<file path="src/rtl/lapido_pipe_pkg.sv">
// ----------------------------------------------------------------------------
// lapido_pipe_pkg
// Shared definitions for the Lapido 5-stage pipeline control logic.
//   DEF_REG_AW       : register address width (16 GPRs)
//   DEF_MUL_LATENCY  : default total EX cycles of a multi-cycle op
//   DEF_CNT_W        : default busy-counter width
//   hazard_state_t   : hazard controller FSM encoding (RUN / EX_BUSY)
//   busy_load_value  : value loaded into the busy counter when an op starts
// ----------------------------------------------------------------------------
package lapido_pipe_pkg;

    localparam int DEF_REG_AW      = 4;
    localparam int DEF_MUL_LATENCY = 4;
    localparam int DEF_CNT_W       = 3;

    typedef enum logic {
        RUN     = 1'b0,
        EX_BUSY = 1'b1
    } hazard_state_t;

    // The first busy cycle happens in RUN, and EX_BUSY needs one more cycle
    // to release, so the counter only has to cover the cycles in between.
    function automatic int busy_load_value(input int latency);
        return (latency >= 2) ? (latency - 2) : 0;
    endfunction

endpackage

</file>
<file path="src/rtl/hazard_busy_cnt.sv">
// ----------------------------------------------------------------------------
// hazard_busy_cnt
// Down-counter for the remaining busy cycles of a multi-cycle EX op.
// Load has priority over decrement; with neither asserted the count is frozen.
// Ports:
//   clock       in   rising-edge clock
//   reset       in   synchronous, active-high; clears the count
//   load        in   load load_value
//   dec         in   decrement by one
//   load_value  in   CNT_W value loaded on load
//   count       out  current count
//   zero        out  count == 0
// ----------------------------------------------------------------------------
module hazard_busy_cnt #(
    parameter int CNT_W = 3
) (
    input  logic             clock,
    input  logic             reset,
    input  logic             load,
    input  logic             dec,
    input  logic [CNT_W-1:0] load_value,
    output logic [CNT_W-1:0] count,
    output logic             zero
);

    always_ff @(posedge clock) begin
        if (reset) begin
            count <= '0;
        end else if (load) begin
            count <= load_value;
        end else if (dec) begin
            count <= count - 1'b1;
        end
    end

    assign zero = (count == '0);

endmodule

</file>
<file path="src/rtl/hazard_ctrl.sv">
// ----------------------------------------------------------------------------
// hazard_ctrl
// Pipeline hazard/stall controller for the Lapido 5-stage core. Stalls
// upstream stages and flushes downstream ones for memory wait, multi-cycle
// EX ops, taken branches in EX and load-use hazards (in that priority).
// Optional feature macro: HAZARD_STALL_CNT_EN adds the stall_cycles
// performance counter port (saturating 16-bit count of stall cycles).
// Ports:
//   clock, reset                 clock and synchronous active-high reset
//   if_id_registerA/B, usesB     source operands of the instruction in ID
//   id_ex_memRead/registerRD     load flag and destination of the EX instr
//   id_ex_multicycle             EX instruction is multi-cycle
//   ex_branch_taken              branch resolved taken in EX
//   mem_req, mem_ready           MEM access request / completion
//   pc_write, if_id_write        PC and IF/ID load enables
//   if_id_flush, id_ex_flush,
//   ex_mem_flush, mem_wb_flush   bubble insertion per pipeline register
//   id_ex_hold, ex_mem_hold      register keeps its value
//   stall                        any hold / write-inhibit condition
//   stall_cycles                 (HAZARD_STALL_CNT_EN only) stall count
// ----------------------------------------------------------------------------
module hazard_ctrl
    import lapido_pipe_pkg::*;
#(
    parameter int REG_AW      = DEF_REG_AW,
    parameter int MUL_LATENCY = DEF_MUL_LATENCY,
    parameter int CNT_W       = DEF_CNT_W
) (
    input  logic              clock,
    input  logic              reset,
    input  logic [REG_AW-1:0] if_id_registerA,
    input  logic [REG_AW-1:0] if_id_registerB,
    input  logic              if_id_usesB,
    input  logic              id_ex_memRead,
    input  logic [REG_AW-1:0] id_ex_registerRD,
    input  logic              id_ex_multicycle,
    input  logic              ex_branch_taken,
    input  logic              mem_req,
    input  logic              mem_ready,
    output logic              pc_write,
    output logic              if_id_write,
    output logic              if_id_flush,
    output logic              id_ex_hold,
    output logic              id_ex_flush,
    output logic              ex_mem_hold,
    output logic              ex_mem_flush,
    output logic              mem_wb_flush,
    output logic              stall
`ifdef HAZARD_STALL_CNT_EN
    ,
    output logic [15:0]       stall_cycles
`endif
);

    // A latency of 1 means the op completes like any other, so it never busies EX.
    localparam bit MC_EN = (MUL_LATENCY > 1);
    localparam logic [CNT_W-1:0] LOAD_VAL = CNT_W'(busy_load_value(MUL_LATENCY));

    hazard_state_t    st;
    hazard_state_t    st_next;
    logic             cnt_load;
    logic             cnt_dec;
    logic [CNT_W-1:0] busy_cnt;
    logic             cnt_zero;

    logic memwait;
    logic busy;
    logic load_use;

    hazard_busy_cnt #(
        .CNT_W(CNT_W)
    ) u_busy_cnt (
        .clock      (clock),
        .reset      (reset),
        .load       (cnt_load),
        .dec        (cnt_dec),
        .load_value (LOAD_VAL),
        .count      (busy_cnt),
        .zero       (cnt_zero)
    );

    // R0 is deliberately not excluded: a load to R0 still stalls a reader of R0.
    assign memwait  = mem_req & ~mem_ready;
    assign busy     = ((st == RUN) & id_ex_multicycle & MC_EN) |
                      ((st == EX_BUSY) & ~cnt_zero);
    assign load_use = id_ex_memRead &
                      ((id_ex_registerRD == if_id_registerA) |
                       (if_id_usesB & (id_ex_registerRD == if_id_registerB)));

    // FSM state register; a reset in the middle of EX_BUSY abandons the op.
    always_ff @(posedge clock) begin
        if (reset) begin
            st <= RUN;
        end else begin
            st <= st_next;
        end
    end

    // Priority decode of the hazards into pipeline controls and next state.
    // Memory wait freezes everything including the FSM; the EX_BUSY release
    // cycle ignores id_ex_multicycle because the same op is still in ID/EX.
    always_comb begin
        pc_write     = 1'b1;
        if_id_write  = 1'b1;
        if_id_flush  = 1'b0;
        id_ex_hold   = 1'b0;
        id_ex_flush  = 1'b0;
        ex_mem_hold  = 1'b0;
        ex_mem_flush = 1'b0;
        mem_wb_flush = 1'b0;
        stall        = 1'b0;
        st_next      = st;
        cnt_load     = 1'b0;
        cnt_dec      = 1'b0;

        if (reset) begin
            pc_write     = 1'b0;
            if_id_write  = 1'b0;
            if_id_flush  = 1'b1;
            id_ex_flush  = 1'b1;
            ex_mem_flush = 1'b1;
            mem_wb_flush = 1'b1;
        end else if (memwait) begin
            pc_write     = 1'b0;
            if_id_write  = 1'b0;
            id_ex_hold   = 1'b1;
            ex_mem_hold  = 1'b1;
            mem_wb_flush = 1'b1;
            stall        = 1'b1;
        end else if (busy) begin
            pc_write     = 1'b0;
            if_id_write  = 1'b0;
            id_ex_hold   = 1'b1;
            ex_mem_flush = 1'b1;
            stall        = 1'b1;
            if (st == RUN) begin
                st_next  = EX_BUSY;
                cnt_load = 1'b1;
            end else begin
                cnt_dec  = 1'b1;
            end
        end else begin
            if (st == EX_BUSY) begin
                st_next = RUN;
            end
            if (ex_branch_taken) begin
                if_id_flush = 1'b1;
                id_ex_flush = 1'b1;
                if_id_write = 1'b0;
            end else if (load_use) begin
                pc_write    = 1'b0;
                if_id_write = 1'b0;
                id_ex_flush = 1'b1;
                stall       = 1'b1;
            end
        end
    end

`ifdef HAZARD_STALL_CNT_EN
    // Saturating performance count of stalled cycles (stall is 0 during reset).
    always_ff @(posedge clock) begin
        if (reset) begin
            stall_cycles <= 16'd0;
        end else if (stall && (stall_cycles != 16'hFFFF)) begin
            stall_cycles <= stall_cycles + 16'd1;
        end
    end
`endif

endmodule

</file>
<file path="config.mk">
export PLATFORM = sky130hd
export DESIGN_NAME = hazard_ctrl
export DESIGN_NICKNAME = d
export VERILOG_FILES = /design/src/rtl/lapido_pipe_pkg.sv /design/src/rtl/hazard_busy_cnt.sv /design/src/rtl/hazard_ctrl.sv
export SDC_FILE = /design/constraint.sdc
export NUM_CORES = 1
export LEC_CHECK = 0
export ABC_CLOCK_PERIOD_IN_PS = 1430
export BUFFER_PORTS_ARGS = -buffer_cell sky130_fd_sc_hd__buf_4
export CORE_AREA = 2 2 39 41
export CTS_CLUSTER_SIZE = 12
export DETAILED_ROUTE_END_ITERATION = 8
export DIE_AREA = 0 0 41 43
export PLACE_DENSITY = 0.69
export RECOVER_POWER = 100
export SLEW_MARGIN = 20
export SYNTH_ARGS = -nofsm -noshare
export SYNTH_HDL_FRONTEND = slang
export SYNTH_SLANG_ARGS = --single-unit
</file>
<file path="constraint.sdc">
create_clock -name clock -period 1.43 [get_ports clock]
set_input_delay 0.143 -clock clock [delete_from_list [all_inputs] [get_ports clock]]
set_output_delay 0.143 -clock clock [all_outputs]
set_load 0.02 [all_outputs]
</file>
After elaboration in Yosys (flattened, before gate mapping)
Cells that the tools add are included.
{"block": "classes", "n_addsub": 1, "n_eq_ne": 2, "mux": 40, "bitwise": 10, "reduce_logical": 3}
{"operator": "1-bit two-way mux", "count": 38}
{"operator": "4-bit == test", "count": 2}
{"operator": "1-bit bitwise AND", "count": 5}
{"operator": "2-bit two-way mux", "count": 2}
{"operator": "3-bit logical NOT", "count": 1}
{"operator": "1-bit NOT", "count": 3}
{"operator": "3-bit by 1-bit subtractor with 3-bit output, second input constant", "count": 1}
{"operator": "1-bit bitwise OR", "count": 2}
{"operator": "2-bit nonzero test", "count": 1}
{"operator": "2-bit OR reduction", "count": 1}
{"block": "totals", "ff_bits": 4, "input_bits": 20, "out_inout_bits": 9, "word_cells": 59}

Longest topological paths before layout
Gate-level depths: netlist of run 1.
{"block": "depth", "ltp_word": 9, "ltp_mapped": 6, "depth_no_buf": 6}

By module
From an unflattened synthesis of run 1, not the netlist that was laid out.
{"block": "unflattened", "hier_cells": 58, "hier_area_um2": 456.7}
{"mod": "hazard_ctrl", "n_inst": 1, "cells_per_inst": 37, "area_per_inst_um2": 272.8, "seq_area_each_um2": 20.0}
{"mod": "hazard_busy_cnt", "n_inst": 1, "cells_per_inst": 21, "area_per_inst_um2": 183.9, "seq_area_each_um2": 60.1}

Worst setup path before layout of run 1
Ideal clock, no wire load.
{"block": "synth_path", "kind": "register to output", "startpoint": "register u_busy_cnt.count[0]", "endpoint": "output pc_write", "arrival_ps": 1431, "t_required_ps": 1287, "path_slack_ps": -144, "path_stages_with_launch": 7, "path_buffers": 0, "cell_sequence": "dfxtp_1 inv_1 ha_1 nand2b_4 a21oi_1 nand2_1 a211oi_1"}
{"block": "synth_between", "elab_chain_cells": 7}
{"item": "from (decl)", "line_no": "hazard_busy_cnt.sv:22", "source": "output logic [CNT_W-1:0] count,"}
{"item": "from (signal assigned)", "line_no": "hazard_busy_cnt.sv:30", "source": "count <= load_value;"}
{"item": "from (signal assigned)", "line_no": "hazard_busy_cnt.sv:32", "source": "count <= count - 1'b1;"}
{"item": "3-bit logical NOT", "line_no": "hazard_busy_cnt.sv:36", "source": "assign zero = (count == '0);"}
{"item": "1-bit NOT", "line_no": "hazard_ctrl.sv:85", "source": "((st == EX_BUSY) & ~cnt_zero);"}
{"item": "1-bit bitwise AND", "line_no": "hazard_ctrl.sv:85"}
{"item": "1-bit bitwise OR", "line_no": "hazard_ctrl.sv:84", "source": "assign busy = ((st == RUN) & id_ex_multicycle & MC_EN) |"}
{"item": "1-bit two-way mux", "line_no": "hazard_ctrl.sv:130", "source": "end else if (busy) begin"}
{"item": "1-bit two-way mux", "line_no": "hazard_ctrl.sv:123", "source": "end else if (memwait) begin"}
{"item": "1-bit two-way mux", "line_no": "hazard_ctrl.sv:116", "source": "if (reset) begin"}
{"item": "to (decl)", "line_no": "hazard_ctrl.sv:40", "source": "output logic pc_write,"}
Every way passes these cells.

Worst setup path after layout of run 1
{"block": "layout_path", "startpoint": "register u_busy_cnt.count[1]", "endpoint": "output stall"}
{"block": "layout_between", "elab_chain_cells": 7}
{"item": "3-bit logical NOT", "line_no": "hazard_busy_cnt.sv:36"}
{"item": "1-bit NOT", "line_no": "hazard_ctrl.sv:85"}
{"item": "1-bit bitwise AND", "line_no": "hazard_ctrl.sv:85"}
{"item": "1-bit bitwise OR", "line_no": "hazard_ctrl.sv:84"}
{"item": "1-bit two-way mux", "line_no": "hazard_ctrl.sv:130"}
{"item": "1-bit two-way mux", "line_no": "hazard_ctrl.sv:123"}
{"item": "1-bit two-way mux", "line_no": "hazard_ctrl.sv:116"}
{"item": "to (decl)", "line_no": "hazard_ctrl.sv:48", "source": "output logic stall"}
Every way passes these cells.

==> results.json, run 1 <==
{
  "drt-initial-drc-count": 5,
  "critical_path_class": "reg2out",
  "via_per_inst": 4.74,
  "die_x_um": 41,
  "min_period_over_period_pct": 113,
  "synth-xor-area-share_pct": 17.5,
  "antenna_found_initial": 0,
  "overflow": 0,
  "clk_pin_slew_ps": 40,
  "wire_per_inst_um": 11.6,
  "seq_area_frac_synth_pct": 17.7,
  "finClkSkew_ps": 8.86,
  "cts_inserted_buffers": 3,
  "cp-start-kind": "flop",
  "cts_root_buf": "clkbuf_4",
  "grt-busiest-layer": "met2",
  "slew_viol_final": 0,
  "use_met1_pct": 15.9,
  "reg2reg_slack_ps": 70,
  "synth.net_count": 73,
  "hold_viol": 0,
  "period_needed_ps": 1610,
  "status": "finished with violations",
  "worstMarginPinSlew_ps": 284,
  "fin_area_um2": 816,
  "synth.mux.area_fraction_pct": 3.32,
  "cap_viol_max_count": 0,
  "max_freq_ghz": 0.619,
  "grt_pass1_wl_um": 1970,
  "finalSetupViolations": 7,
  "ios": 29,
  "die_h_um": 43,
  "tritoncts": "done",
  "power_mw": 0.523,
  "drt_wl_total_um": 1220,
  "ant_nets": 0,
  "ys_ff_latch": 4,
  "track_usage_pct": 16.2,
  "drive_above_1_share_pct": 64.0,
  "syn_area_per_cell_um2": 8.86,
  "drc": 0,
  "met3_usage_pct": 4.71,
  "clk_latency_ps": 240,
  "setup_slack_ps": -185,
  "antenna_cells": 0,
  "use_met2_pct": 29.4,
  "path_max_fanout": 3,
  "syn-cell-area_um2": 452,
  "dp_cells": 100,
  "syn_inst": 51,
  "initial_utilization_pct": 32.6,
  "place.gp.congestion": 0.714,
  "fillers": 140,
  "place_area_um2": 732,
  "slew_headroom_pct": 81.0,
  "cp-end-kind": "output port",
  "failed_checks": "negative setup slack",
  "synth_compound_area_share_pct": 22.7,
  "arrival_ps": 1470,
  "std_cell_rows": 14,
  "cts.sinks": 4,
  "die_area_um2": 1760,
  "nNetsFinal": 113,
  "clockBufferDepth": 2,
  "synth_edf_count": 0,
  "synthSimpleGateAreaFrac_pct": 29.1,
  "synth_fa_ha_area_share_pct": 5.54,
  "ys.flop_type": "dfxtp_1",
  "layout.cells.non_filler": 105,
  "dpl.hpwl_um": 937,
  "hold_class": "in2reg",
  "areaGrowthSynthToFinish_pct": 80.6,
  "ys_async_sr_fraction_pct": 0,
  "grt_pass1_vias": 531,
  "coreArea_um2": 1380,
  "rsz0062_at_grt": "true",
  "num_vias": 498,
  "htreeDepth": 1,
  "synth.lib_cells_used.distinct": 29,
  "crit_start": "u_busy_cnt.count[1]",
  "ys_warn_count": 0,
  "hold_start": "reset",
  "crit_required_ps": 1290,
  "tns_ps": -858,
  "synth_top_family_by_area": "simple AND/OR/NAND/NOR gates",
  "p_leak_nw": 0.368,
  "r2r-start": "u_busy_cnt.count[0]",
  "grt_max_degree": 13,
  "whs_ps": 145,
  "dr.pass1.iters": 3,
  "irDropWorstVdd_uv": 478,
  "ctsHoldBuffers": 0,
  "p_per_area_nw_per_um2": 641,
  "port_buffers": 28
}
final timing paths:
| check | endpoint | depth (start not counted) |
|---|---|---|
| max | stall | 7 |
| min | u_busy_cnt.count[1] | 2 |
| max reg2reg | u_busy_cnt.count[1] | 6 |
| min reg2reg | u_busy_cnt.count[2] | 2 |
cell type report:
cell class | count | area, µm² | share of cell area [%]
clock buffer | 3 | 22.5 | 2.76
sequential | 4 | 82.6 | 10.1
tap | 16 | 20.0 | 2.45
inverter | 3 | 11.3 | 1.38
timing repair buffer | 36 | 278 | 34.0
multi-input combinational | 43 | 402 | 49.2
flip-flops by register name (all words and copies together), names as in the netlist:
register,flops
u_busy_cnt.count,3
st,1
critical path, cell delays in order, from the launching register on:
cell and delay [ps]:
dfxtp_1 300, inv_2 80, ha_4 150, nand2b_4 80, a211oi_4 260, nor2_2 80
a21o_1 160, buf_6 130
placed cells by master (no fill, tap or decap), types with 2 or more instances in the layout:
cell type	n
buf_4	28
nand2b_4	2
a21o_1	2
clkbuf_1	3
dfxtp_2	2
xnor2_1	5
buf_6	5
nor2_1	3
nand3_1	2
inv_2	2
dfxtp_1	2
clkbuf_4	3
xor2_1	4
nand2b_1	2
cell families (layout without fill, tap and decap cells):
| family | Yosys count | after routing |
|---|---|---|
| compound gates | 12 | 12 |
| mux | 1 | 1 |
| flops | 4 | 4 |
| buf+inv | 4 | 42 |
| fa+ha+maj | 2 | 2 |
| xor+xnor | 9 | 9 |
| simple gates | 19 | 19 |
power by group:
group	internal (mW)	switching, mW	total [mW]
Sequential	0.119	0.00833	0.127
Clock	0.0940	0.0486	0.143
Combinational	0.137	0.116	0.253
cell usage after synthesis (2+ instances only):
cell type,n,share of area [%]
inv_1,3,2.5
nand3_1,2,2.2
xnor2_1,5,9.7
nand2_1,2,1.7
a21o_1,2,3.3
a21oi_1,2,2.2
nor2_1,4,3.3
ha_1,2,5.5
nand2b_4,2,6.1
dfxtp_1,4,18
xor2_1,4,7.8
nand2b_1,2,2.8
metal layers:
metal / routed length (µm) / up-vias
met5: 0 / -
met1: 459 / 218
li1: - / 255
met4: 0 / 0
met2: 659 / 25
met3: 97 / 0
metrics by stage:
step | utilization, % | worst slack [ps]
6_report | 59.0 | -185
5_1_grt | 59.0 | -243
4_1_cts | 59.8 | -180
3_5_place_dp | 52.9 | -43.2
3_3_place_gp | 52.9 | 5.13
2_1_floorplan | - | 17.1
timing repair:
| action | 4_1_cts | 5_1_grt |
|---|---|---|
| pin swaps | 9 | 0 |
| setup buffers | 2 | 0 |
| gates resized for setup | 16 | 0 |
| endpoints found under the setup margin | 8 | 7 |
Note: power is estimated with default switching activity, not from simulation.
==> inputs of run 2 (changes only) <==
--- a/config.mk
+++ b/config.mk
@@ -13,2 +13,3 @@
 export DIE_AREA = 0 0 41 43
+export MAX_ROUTING_LAYER = met4
 export PLACE_DENSITY = 0.69
--- a/constraint.sdc
+++ b/constraint.sdc
@@ -3,2 +3,2 @@
 set_output_delay 0.143 -clock clock [all_outputs]
-set_load 0.02 [all_outputs]
+set_load 0.005 [all_outputs]
==> run 2 against run 1 <==
The run still ends with negative setup slack left; fmax rose by 2.0%; final cell count is the same; combinational power shrank 11%; critical path depth stayed put; die area unchanged; clock skew decreased by 3.6 ps; power shrank 6.0%; largest cell class unchanged.
==> results.json, run 2 (synthesized netlist as in run 1, its figures left out) <==
{
  "top_regs": "u_busy_cnt.count: 3 flops, st: 1 flops",
  "drive_above_1_share_pct": 65.2,
  "ctsHoldBuffers": 0,
  "drc": 0,
  "cp-end-kind": "output port",
  "coreArea_um2": 1380,
  "areaGrowthSynthToFinish_pct": 76.5,
  "cts_root_buf": "clkbuf_4",
  "worstMarginPinSlew_ps": 236,
  "pre_cts_slack_ps": 5.79,
  "clk_pin_slew_ps": 40,
  "grt_pass1_wl_um": 1900,
  "period_needed_ps": 1580,
  "p_per_area_nw_per_um2": 617,
  "place.gp.congestion": 0.675,
  "finalSetupViolations": 8,
  "drt-initial-drc-count": 1,
  "status": "finished with violations",
  "dr.pass1.iters": 2,
  "max_freq_ghz": 0.631,
  "rsz0062_at_grt": "true",
  "die_h_um": 43,
  "wire_per_inst_um": 11.4,
  "whs_ps": 155,
  "critical_path_class": "reg2out",
  "htreeDepth": 1,
  "grt_max_degree": 13,
  "drt_wl_total_um": 1200,
  "slew_viol_final": 0,
  "crit_required_ps": 1290,
  "tritoncts": "done",
  "via_per_inst": 4.75,
  "nNetsFinal": 113,
  "clk_latency_ps": 240,
  "tns_ps": -748,
  "layout_common_cells": "33 x buf_4, 5 x xnor2_1, 4 x xor2_1, 4 x clkbuf_4",
  "ant_nets": 0,
  "mostFrequentLayoutCell": "buf_4",
  "dpl.hpwl_um": 877,
  "p_leak_nw": 0.368,
  "slew_headroom_pct": 84.1,
  "hold_viol": 0,
  "antenna_found_initial": 0,
  "cts.sinks": 4,
  "ios": 29,
  "cts_inserted_buffers": 3,
  "std_cell_rows": 14,
  "track_usage_pct": 16.6,
  "min_period_over_period_pct": 111,
  "num_vias": 499,
  "die_x_um": 41,
  "die_area_um2": 1760,
  "clockBufferDepth": 2,
  "grt_pass1_vias": 510,
  "failed_checks": "negative setup slack",
  "setup_slack_ps": -154,
  "antenna_cells": 0,
  "arrival_ps": 1440,
  "regMostFlops": "u_busy_cnt.count",
  "overflow": 0,
  "path_max_fanout": 3,
  "port_buffers": 28,
  "irDropWorstVdd_uv": 314,
  "hold_class": "in2reg",
  "reg2reg_slack_ps": -10,
  "largest_reg_flops": 3,
  "finClkSkew_ps": 5.22,
  "cap_viol_max_count": 0,
  "initial_utilization_pct": 32.6,
  "cp-start-kind": "flop"
}
run 2: changes by cell type in the layout (fill, tap and decap cells not counted), sizes merged:
cell | previous run | this run
clkbuf | 6 | 4
buf | 33 | 35
run 2: path summary, 6_finish.rpt:
check	depth (start not counted)	from	to
max	7	u_busy_cnt.count[0]	id_ex_flush
min	2	reset	u_busy_cnt.count[1]
max reg2reg	8	u_busy_cnt.count[0]	u_busy_cnt.count[2]
min reg2reg	1	st	st
run 2: critical path, stage by stage, from the launching register on:
cell and delay (ps):
dfxtp_2 310, inv_2 70, ha_4 140, nand2b_4 70, a211oi_4 250, buf_4 160, o22a_1 120, buf_4 100
run 2: what timing repair did:
action / in CTS / in global routing
setup buffers: 2 / 1
pin swaps: 6 / 2
gates resized for setup: 12 / 2
endpoints found under the setup margin: 8 / 6
endpoints found under the hold margin: 0 / 0
run 2: layout make-up:
type / instances / area, µm²
well taps: 16 / 20.0
fillers: 147 / 587
flip-flops and latches: 4 / 82.6
inverters: 3 / 11.3
clock buffers: 3 / 22.5
repair buffers: 36 / 278
multi-input cells: 43 / 383
run 2: routing by layer:
metal / global-route usage (%) / vias up / share of wire (%) / wire length, µm
met5: - / - / 0 / 0
met4: 10.0 / 0 / 1.6 / 19
met3: 1.57 / 2 / 3.8 / 45
met2: 28.4 / 20 / 58 / 693
met1: 16.9 / 224 / 37 / 441
li1: - / 253 / - / -
run 2: power by group:
part           internal, mW  total (mW)  switching (mW)  leakage [nW]
registers             0.119       0.126         0.00693        0.0336
clock network        0.0940       0.142          0.0477        0.0138
logic                 0.134       0.224          0.0897         0.320
total                 0.347       0.492           0.144         0.368
run 2: metrics by stage:
step	power [mW]	std cells	cell area [µm²]	utilization, %
after floorplan	0.221	51	452	-
after global placement	0.317	99	712	51.4
after detailed placement	0.321	99	712	51.4
after CTS	0.495	104	791	57.1
after global routing	0.522	105	797	57.6
final	0.492	105	797	57.6
